[src/rtl/bsg_comm_link_chan_tx.sv]
// rtl/bsg_comm_link_chan_tx.sv - comm-link channel transmitter with credit flow control
// Optional link training enabled by defining BSG_COMM_LINK_TX_TRAIN_EN.
module bsg_comm_link_chan_tx #(
    parameter int width_p                = 32,
    parameter int channel_width_p        = 8,
    parameter int credits_p              = 16,
    parameter int lg_credit_decimation_p = 2,
    parameter int train_cycles_p         = 64
) (
    input  logic                           clk_i,
    input  logic                           async_reset_i,
    input  logic [width_p-1:0]             data_i,
    input  logic                           v_i,
    output logic                           ready_o,
    output logic                           clk_tline_o,
    output logic                           valid_tline_o,
    output logic [channel_width_p-1:0]     data_tline_o,
    input  logic                           token_clk_tline_i,
    output logic [$clog2(credits_p+1)-1:0] credits_o,
    output logic                           error_o
);

    localparam int beats_lp  = width_p / channel_width_p;
    localparam int beat_w_lp = (beats_lp > 1) ? $clog2(beats_lp) : 1;
    localparam int cred_w_lp = $clog2(credits_p + 1);
    localparam int sum_w_lp  = cred_w_lp + lg_credit_decimation_p + 2;

    localparam logic [beat_w_lp-1:0] last_beat_lp = beat_w_lp'(beats_lp - 1);
    localparam logic [sum_w_lp-1:0]  dec_lp       = sum_w_lp'(2 ** lg_credit_decimation_p);
    localparam logic [sum_w_lp-1:0]  max_lp       = sum_w_lp'(credits_p);

`ifdef BSG_COMM_LINK_TX_TRAIN_EN
    localparam int train_w_lp = $clog2(train_cycles_p + 1);
    localparam logic [channel_width_p-1:0] pat_a_lp = {(channel_width_p/2){2'b10}};
    localparam logic [channel_width_p-1:0] pat_5_lp = {(channel_width_p/2){2'b01}};

    typedef enum logic [1:0] {TRAIN, IDLE, SEND} state_e;
    localparam state_e reset_state_lp = TRAIN;

    logic [train_w_lp-1:0] train_cnt;
`else
    typedef enum logic [1:0] {IDLE, SEND} state_e;
    localparam state_e reset_state_lp = IDLE;
`endif

    state_e                 state_r, state_n;
    logic [beat_w_lp-1:0]   beat_r, beat_n;
    logic [width_p-1:0]     shift_r;
    logic                   sync1_r, sync2_r, sync3_r, token_edge;
    logic                   hs, ovf, ready_n;
    logic [sum_w_lp-1:0]    cred_sum;
    logic [cred_w_lp-1:0]   cred_n;

    always_comb begin
        hs       = v_i & ready_o;
        // Token return and handshake land in the same cycle as a net change.
        cred_sum = {{(sum_w_lp-cred_w_lp){1'b0}}, credits_o}
                 + (token_edge ? dec_lp : '0)
                 - {{(sum_w_lp-1){1'b0}}, hs};
        ovf      = cred_sum > max_lp;
        cred_n   = ovf ? cred_w_lp'(credits_p) : cred_sum[cred_w_lp-1:0];

        state_n = state_r;
        beat_n  = beat_r;
        case (state_r)
`ifdef BSG_COMM_LINK_TX_TRAIN_EN
            TRAIN: if (train_cnt == train_w_lp'(train_cycles_p)) state_n = IDLE;
`endif
            IDLE: begin
                if (hs) begin
                    state_n = SEND;
                    beat_n  = '0;
                end
            end
            SEND: begin
                if (hs)                         beat_n  = '0;
                else if (beat_r == last_beat_lp) state_n = IDLE;
                else                            beat_n  = beat_r + 1'b1;
            end
            default: state_n = reset_state_lp;
        endcase

        // Registered ready: true in reset-free cycles exactly when the FSM can take a word.
        ready_n = ((state_n == IDLE) || (state_n == SEND && beat_n == last_beat_lp))
                  && (cred_n != '0);
    end

    always_ff @(posedge clk_i or posedge async_reset_i) begin
        if (async_reset_i) begin
            state_r       <= reset_state_lp;
            beat_r        <= '0;
            shift_r       <= '0;
            sync1_r       <= 1'b0;
            sync2_r       <= 1'b0;
            sync3_r       <= 1'b0;
            token_edge    <= 1'b0;
            ready_o       <= 1'b0;
            clk_tline_o   <= 1'b0;
            valid_tline_o <= 1'b0;
            data_tline_o  <= '0;
            credits_o     <= cred_w_lp'(credits_p);
            error_o       <= 1'b0;
`ifdef BSG_COMM_LINK_TX_TRAIN_EN
            train_cnt     <= '0;
`endif
        end else begin
            state_r     <= state_n;
            beat_r      <= beat_n;
            ready_o     <= ready_n;
            credits_o   <= cred_n;
            error_o     <= error_o | ovf;
            clk_tline_o <= ~clk_tline_o;

            sync1_r    <= token_clk_tline_i;
            sync2_r    <= sync1_r;
            sync3_r    <= sync2_r;
            token_edge <= sync2_r & ~sync3_r;

            if (hs) begin
                data_tline_o  <= data_i[channel_width_p-1:0];
                shift_r       <= data_i >> channel_width_p;
                valid_tline_o <= 1'b1;
            end else if (state_r == SEND && beat_r != last_beat_lp) begin
                data_tline_o  <= shift_r[channel_width_p-1:0];
                shift_r       <= shift_r >> channel_width_p;
                valid_tline_o <= 1'b1;
            end
`ifdef BSG_COMM_LINK_TX_TRAIN_EN
            else if (state_r == TRAIN) begin
                valid_tline_o <= 1'b0;
                if (train_cnt != train_w_lp'(train_cycles_p)) begin
                    data_tline_o <= train_cnt[0] ? pat_5_lp : pat_a_lp;
                    train_cnt    <= train_cnt + 1'b1;
                end
            end
`endif
            else begin
                valid_tline_o <= 1'b0;
            end
        end
    end

endmodule

[config.mk]
export PLATFORM = sky130hd
export DESIGN_NAME = bsg_comm_link_chan_tx
export DESIGN_NICKNAME = d
export VERILOG_FILES = /design/src/rtl/bsg_comm_link_chan_tx.sv
export SDC_FILE = /design/constraint.sdc
export NUM_CORES = 1
export LEC_CHECK = 0
export CAP_MARGIN = 30
export CORE_MARGIN = 3
export CORE_UTILIZATION = 46
export CTS_BUF_LIST = sky130_fd_sc_hd__clkbuf_2
export CTS_CLUSTER_DIAMETER = 120
export DETAILED_ROUTE_END_ITERATION = 8
export PLACE_DENSITY = 0.81
export SLEW_MARGIN = 20
export SYNTH_ARGS = -nofsm -noshare
export SYNTH_HDL_FRONTEND = slang
export SYNTH_SLANG_ARGS = --single-unit
[constraint.sdc]
create_clock -name clk_i -period 2.35 [get_ports clk_i]
set_input_delay 0.47 -clock clk_i [delete_from_list [all_inputs] [get_ports clk_i]]
set_output_delay 0.47 -clock clk_i [all_outputs]
set_load 0.01 [all_outputs]
# After elaboration in Yosys (flattened, before gate mapping)

Index checks and enable logic that the tools add are counted.

Register bits: 57
Bits of input ports: 36
Word-level logic and storage cells: 51

Add/subtract/negate cells: 3
Magnitude comparators: 1
Equality and inequality tests: 5
Muxes and demuxes: 16
Bitwise gates (word level): 5
Reductions and logical operators: 8

Operator list:

| cell                                                          | number |
|---|---|
| two-way mux 32 bit                                            | 2 |
| two-way mux 8 bit                                             | 2 |
| two-way mux 2 bit                                             | 6 |
| greater-than comparator 9 x 5 -> 1 bit, second input constant | 1 |
| one-hot mux 2 bit (2 select lines)                            | 2 |
| subtractor 6 x 1 -> 7 bit                                     | 1 |
| adder 5 x 3 -> 6 bit                                          | 1 |
| two-way mux 5 bit                                             | 1 |
| nonzero test 5 bit                                            | 1 |
| == test 2 x 1 -> 1 bit, second input constant                 | 2 |
| == test 2 bit, second input constant                          | 2 |
| zero test 2 bit                                               | 2 |
| logical AND 1 bit                                             | 3 |
| two-way mux 3 bit                                             | 1 |
| adder 2 x 1 -> 2 bit, second input constant                   | 1 |
| AND 1 bit                                                     | 2 |
| two-way mux 1 bit                                             | 2 |
| != test 2 bit, second input constant                          | 1 |
| inverter 1 bit                                                | 2 |
| nonzero test 2 bit                                            | 1 |
| logical OR 1 bit                                              | 1 |
| bitwise OR 1 bit                                              | 1 |

# Longest topological paths before layout

Word-level depth: 8
Depth in mapped cells: 11
Mapped depth without buffers: 10

# Least setup slack after synthesis

No wires, ideal clock.

Path type: input to register
Start point: in v_i
End point: reg error_o
Setup time: 0.124 ns
Data arrival time: 2.371 ns
Data required time: 2.226 ns
Path slack: -0.145 ns
Cell stages on the path: 11
Buffers on the path: 1
Cell sequence: nand2_4 inv_2 buf_2 ha_1 inv_1 ha_1 fa_1 xor2_1 nor4b_4 inv_1 a211o_1

Word-level cells in the longest chain between the ends: 4

RTL lines:

| what                                   | RTL line | text |
|---|---|---|
| start: declaration                     | 13       | `input logic v_i,` |
| AND 1 bit                              | 55       | `hs = v_i & ready_o;` |
| subtractor 6 x 1 -> 7 bit              | 59       | `- {{(sum_w_lp-1){1'b0}}, hs};` |
| greater-than comparator 9 x 5 -> 1 bit | 60       | `ovf = cred_sum > max_lp;` |
| bitwise OR 1 bit                       | 111      | `error_o <= error_o \| ovf;` |
| end signal: assignment                 | 111      |  |
| end: declaration                       | 20       | `output logic error_o` |

Every way passes these cells.
A chain may end at the register's enable or synchronous reset.

# Worst setup path after layout

Start point: reg ready_o
End point: reg error_o

Word-level cells in the longest chain between the ends: 4

RTL lines:

| what                                   | RTL line | text |
|---|---|---|
| start: declaration                     | 14       | `output logic ready_o,` |
| start signal: assignment               | 109      | `ready_o <= ready_n;` |
| AND 1 bit                              | 55       |  |
| subtractor 6 x 1 -> 7 bit              | 59       |  |
| greater-than comparator 9 x 5 -> 1 bit | 60       |  |
| bitwise OR 1 bit                       | 111      |  |

Every way passes these cells.

==> impl_metrics.yaml <==
logic_synthesis:
  ys_ff_latch: 49
  synth-seq-area-share: 0.551
  syn-cell-area_um2: 2230
  post_synth_adder_cell_area: 0.0483
  postSynth.asyncResetShare: 1.00
  syn_nets: 241
  ys_dominant_reg_cell: "sky130_fd_sc_hd__dfrtp_1"
  compound_gate_fraction_of_synth_area: 0.130
  yosysUniqueCellTypes: 35
  synth-warning-count: 0
  syn_area_per_cell_um2: 11.3
  muxShareOfSynthArea: 0.108
  synthesis.instances: 197
  largest_family_of_logic_cells_by_synthesized_area: "compound AO/OA/AOI/OAI gates"
  post_synth_xor_area_fraction: 0.0118
  number_of_enable_type_register_cells_in_the_synthesized_netlist: 0
  synthSimpleGateAreaFrac: 0.0944
sta:
  timing.final.crit_share: 0.951
  final-setup-viol-count: 0
  layout_setup_ws_ns: 0.116
  maxSlewViolCount: 0
  skew_ns: 0.0397
  max_clock_freq_mhz: 448
  finalCriticalPeriod_ns: 2.23
  hold_violations: 0
  rsz_0062_raised_after_global_routing: "false"
  totalNegativeSetupSlack_ns: 0
power:
  cellInternalPower_w: 0.00194
  static-leakage-power_nw: 1.36
  p_sw_frac: 0.373
  worst_voltage_drop_across_the_vdd_grid_v: 0.000432
  share_of_total_power_in_the_clock_network: 0.114
  seq_power_share: 0.431
  net-switching-power_w: 0.00116
  share_comb_of_total_power: 0.455
  power.density_nw_per_um2: 1070
hold_path:
  min_delay_path_class: "input port to async pin"
placement:
  numPlacedInstances: 299
  portBuffers: 52
  dp_hpwl_mm: 3.18
  total_placed_instance_area_um2: 2860
  dpl_worst_slack_ns: -0.527
  gp_congestion: 0.851
worst_setup_path:
  worst_flop_to_flop_path_startpoint: "ready_o"
  timing.critical_path.from: "ready_o"
  critical_path.endpoint: "error_o"
  critical_path.max_fanout: 2
  kind_of_end_point_of_the_critical_path: "flop"
  timing.reg2reg.setup_slack_ns: 0.12
  timing.critical_path.arrival_ns: 2.59
  regToRegEndpoint: "error_o"
  crit_required_ns: 2.71
  worstSetupPathType: "flop to flop"
  ff2ff_path_depth: 10
  critical_path_start_type: "flop"
clock_network:
  cts_buffers: 5
  clock_root_cell: "sky130_fd_sc_hd__clkbuf_2"
  cts_h_tree_lvls: 2
  clk_pin_slew_ns: 0.27
  cts_num_sinks: 49
  post-cts-setup-buffers: 0
  tritoncts_clock_tree: "built"
  cts-root-to-sink-buffers: 2
  clkLatencyLatePin_ns: 0.44
detailed_routing:
  drcViolationCount: 0
  postRouteAntennaNets: 0
  vias_per_cell: 5.09
  drt-initial-drc-count: 75
  drt_pass1_iterations: 4
  routed_wl_mm: 4.32
  routed_wire_length_per_instance_um: 14.1
  dr_total_vias: 1564
job:
  cap_viol_max_count: 0
final_layout:
  mostFrequentLayoutCells: "sky130_fd_sc_hd__clkdlybuf4s50_1, sky130_fd_sc_hd__dfrtp_1, sky130_fd_sc_hd__nand2_1, sky130_fd_sc_hd__mux2i_1, sky130_fd_sc_hd__o21ai_0"
  num_antenna_cells: 0
  sequential_cell_area_um2: 1230
  design_area_um2: 2910
  filler_cell_count: 376
  mostFrequentLayoutCell: "sky130_fd_sc_hd__clkdlybuf4s50_1"
  layout-area-overhead-vs-synth_pct: 30.6
  post_route_cells_drive_above_1_share: 0.106
  finalNetCount: 298
  multi_input_comb_area_um2: 907
  finalNonFillerCells: 307
global_routing:
  overflow: 0
  global_route.usage.met3: 0.0369
  global_route.usage.total: 0.164
  groute.layer.met2.usage: 0.250
  grt_first_pass_wirelength_mm: 7.04
  grt_max_degree: 50
  use_met1: 0.232
  grt.busiest_layer: "met2"
  initial_antenna_violation_count: 0
  grt_pass1_vias: 1516
floorplan:
  placementRows: 24
  io_pins: 53
  start_util: 0.494
  coreArea_um2: 4500
  vert_die_dim_um: 75.6
  floorplan.die_area_um2: 5710
  die_w_um: 75.6
run_status:
  run_status: "finished, final reports clean"
-- synth_stat cells (2+ instances only) --
cell type,n,area (um^2)
sky130_fd_sc_hd__dfrtp_1,48,1200
sky130_fd_sc_hd__nand2_1,26,97.6
sky130_fd_sc_hd__mux2i_1,24,240
sky130_fd_sc_hd__o21ai_0,21,105
sky130_fd_sc_hd__inv_1,14,52.6
sky130_fd_sc_hd__a22o_1,8,70.1
sky130_fd_sc_hd__ha_1,7,87.6
sky130_fd_sc_hd__nor2_1,6,22.5
sky130_fd_sc_hd__o21ai_1,4,20.0
sky130_fd_sc_hd__a21oi_1,3,15.0
sky130_fd_sc_hd__buf_2,3,15.0
sky130_fd_sc_hd__buf_4,3,22.5
sky130_fd_sc_hd__a211o_1,2,17.5
sky130_fd_sc_hd__a211oi_1,2,15.0
sky130_fd_sc_hd__a31oi_1,2,12.5
sky130_fd_sc_hd__and3_1,2,12.5
sky130_fd_sc_hd__buf_6,2,22.5
sky130_fd_sc_hd__nand3_1,2,10.0
sky130_fd_sc_hd__xor2_1,2,17.5
-- per-layer routing --
metal  up-vias  wire length [um]  share of wire
met4         0                33         0.0076
met1       735              2030           0.47
met2        39              2060           0.48
li1        788                 -              -
met3         2               194          0.045
met5         -                 0              0
-- power groups by stage --
stage          Clock, W  Combinational (W)  Sequential, W
5_1_grt        0.000401            0.00157        0.00137
3_5_place_dp          0            0.00142        0.00136
6_report       0.000352            0.00141        0.00134
3_3_place_gp          0            0.00136        0.00134
4_1_cts        0.000367            0.00142        0.00134
2_1_floorplan         0           0.000921        0.00135
-- cells by family after synthesis --
group	after synthesis
other	1
DFF	49
adders and majority gates	8
AOI/OAI and AO/OA	46
buffers and inverters	24
muxes	24
xor gates and xnor gates	3
and+or+nand+nor	42
-- area by class of cell --
class                           count  share of cell area
Clock buffer                        5             0.00861
Inverter                           15              0.0211
Timing Repair Buffer               59               0.205
Sequential cell                    49               0.423
Clock inverter                      3             0.00775
Tap cell                           52              0.0224
Multi-Input combinational cell    124               0.312
-- flip-flops by register name (all words and copies together), names as in the netlist --
register / count
sync1_r: 1
sync3_r: 1
data_tline_o: 8
clk_tline_o: 1
shift_r: 24
sync2_r: 1
error_o: 1
token_edge: 1
valid_tline_o: 1
ready_o: 1
beat_r: 2
state_r: 2
credits_o: 5
-- repair_timing --
action,in CTS,in global routing
resized for setup,1,0
endpoints found under the setup margin,1,0
hold buffers,0,0
-- worst max-delay path, stage by stage, from the launching register on --
cell	delay [ns]
sky130_fd_sc_hd__dfrtp_2	0.48
sky130_fd_sc_hd__nand2_8	0.07
sky130_fd_sc_hd__inv_6	0.05
sky130_fd_sc_hd__ha_1	0.12
sky130_fd_sc_hd__inv_1	0.04
sky130_fd_sc_hd__ha_2	0.18
sky130_fd_sc_hd__fa_2	0.39
sky130_fd_sc_hd__xor2_2	0.17
sky130_fd_sc_hd__nor4b_4	0.31
sky130_fd_sc_hd__inv_1	0.09
sky130_fd_sc_hd__a211o_1	0.25
-- worst min path at each step --
stage | depth (start not counted) | slack, ns | to
floorplan | 0 | 0.33 | sync2_r
global placement | 0 | 0.34 | sync2_r
detailed placement | 0 | 0.34 | sync2_r
CTS | 3 | 0.33 | shift_r[3]
global route | 3 | 0.32 | shift_r[3]
finish | 3 | 0.34 | beat_r[0]
-- metrics by stage --
| stage | utilization | hold WS [ns] | total power (W) |
|---|---|---|---|
| 2_1_floorplan | - | 0.331 | 0.00228 |
| 3_5_place_dp | 0.635 | 0.336 | 0.00278 |
| 4_1_cts | 0.645 | 0.334 | 0.00312 |
| 6_report | 0.645 | 0.341 | 0.00310 |
| 5_1_grt | 0.645 | 0.324 | 0.00334 |
| 3_3_place_gp | 0.635 | 0.341 | 0.00271 |
Note: power is estimated with default switching activity, not from simulation.
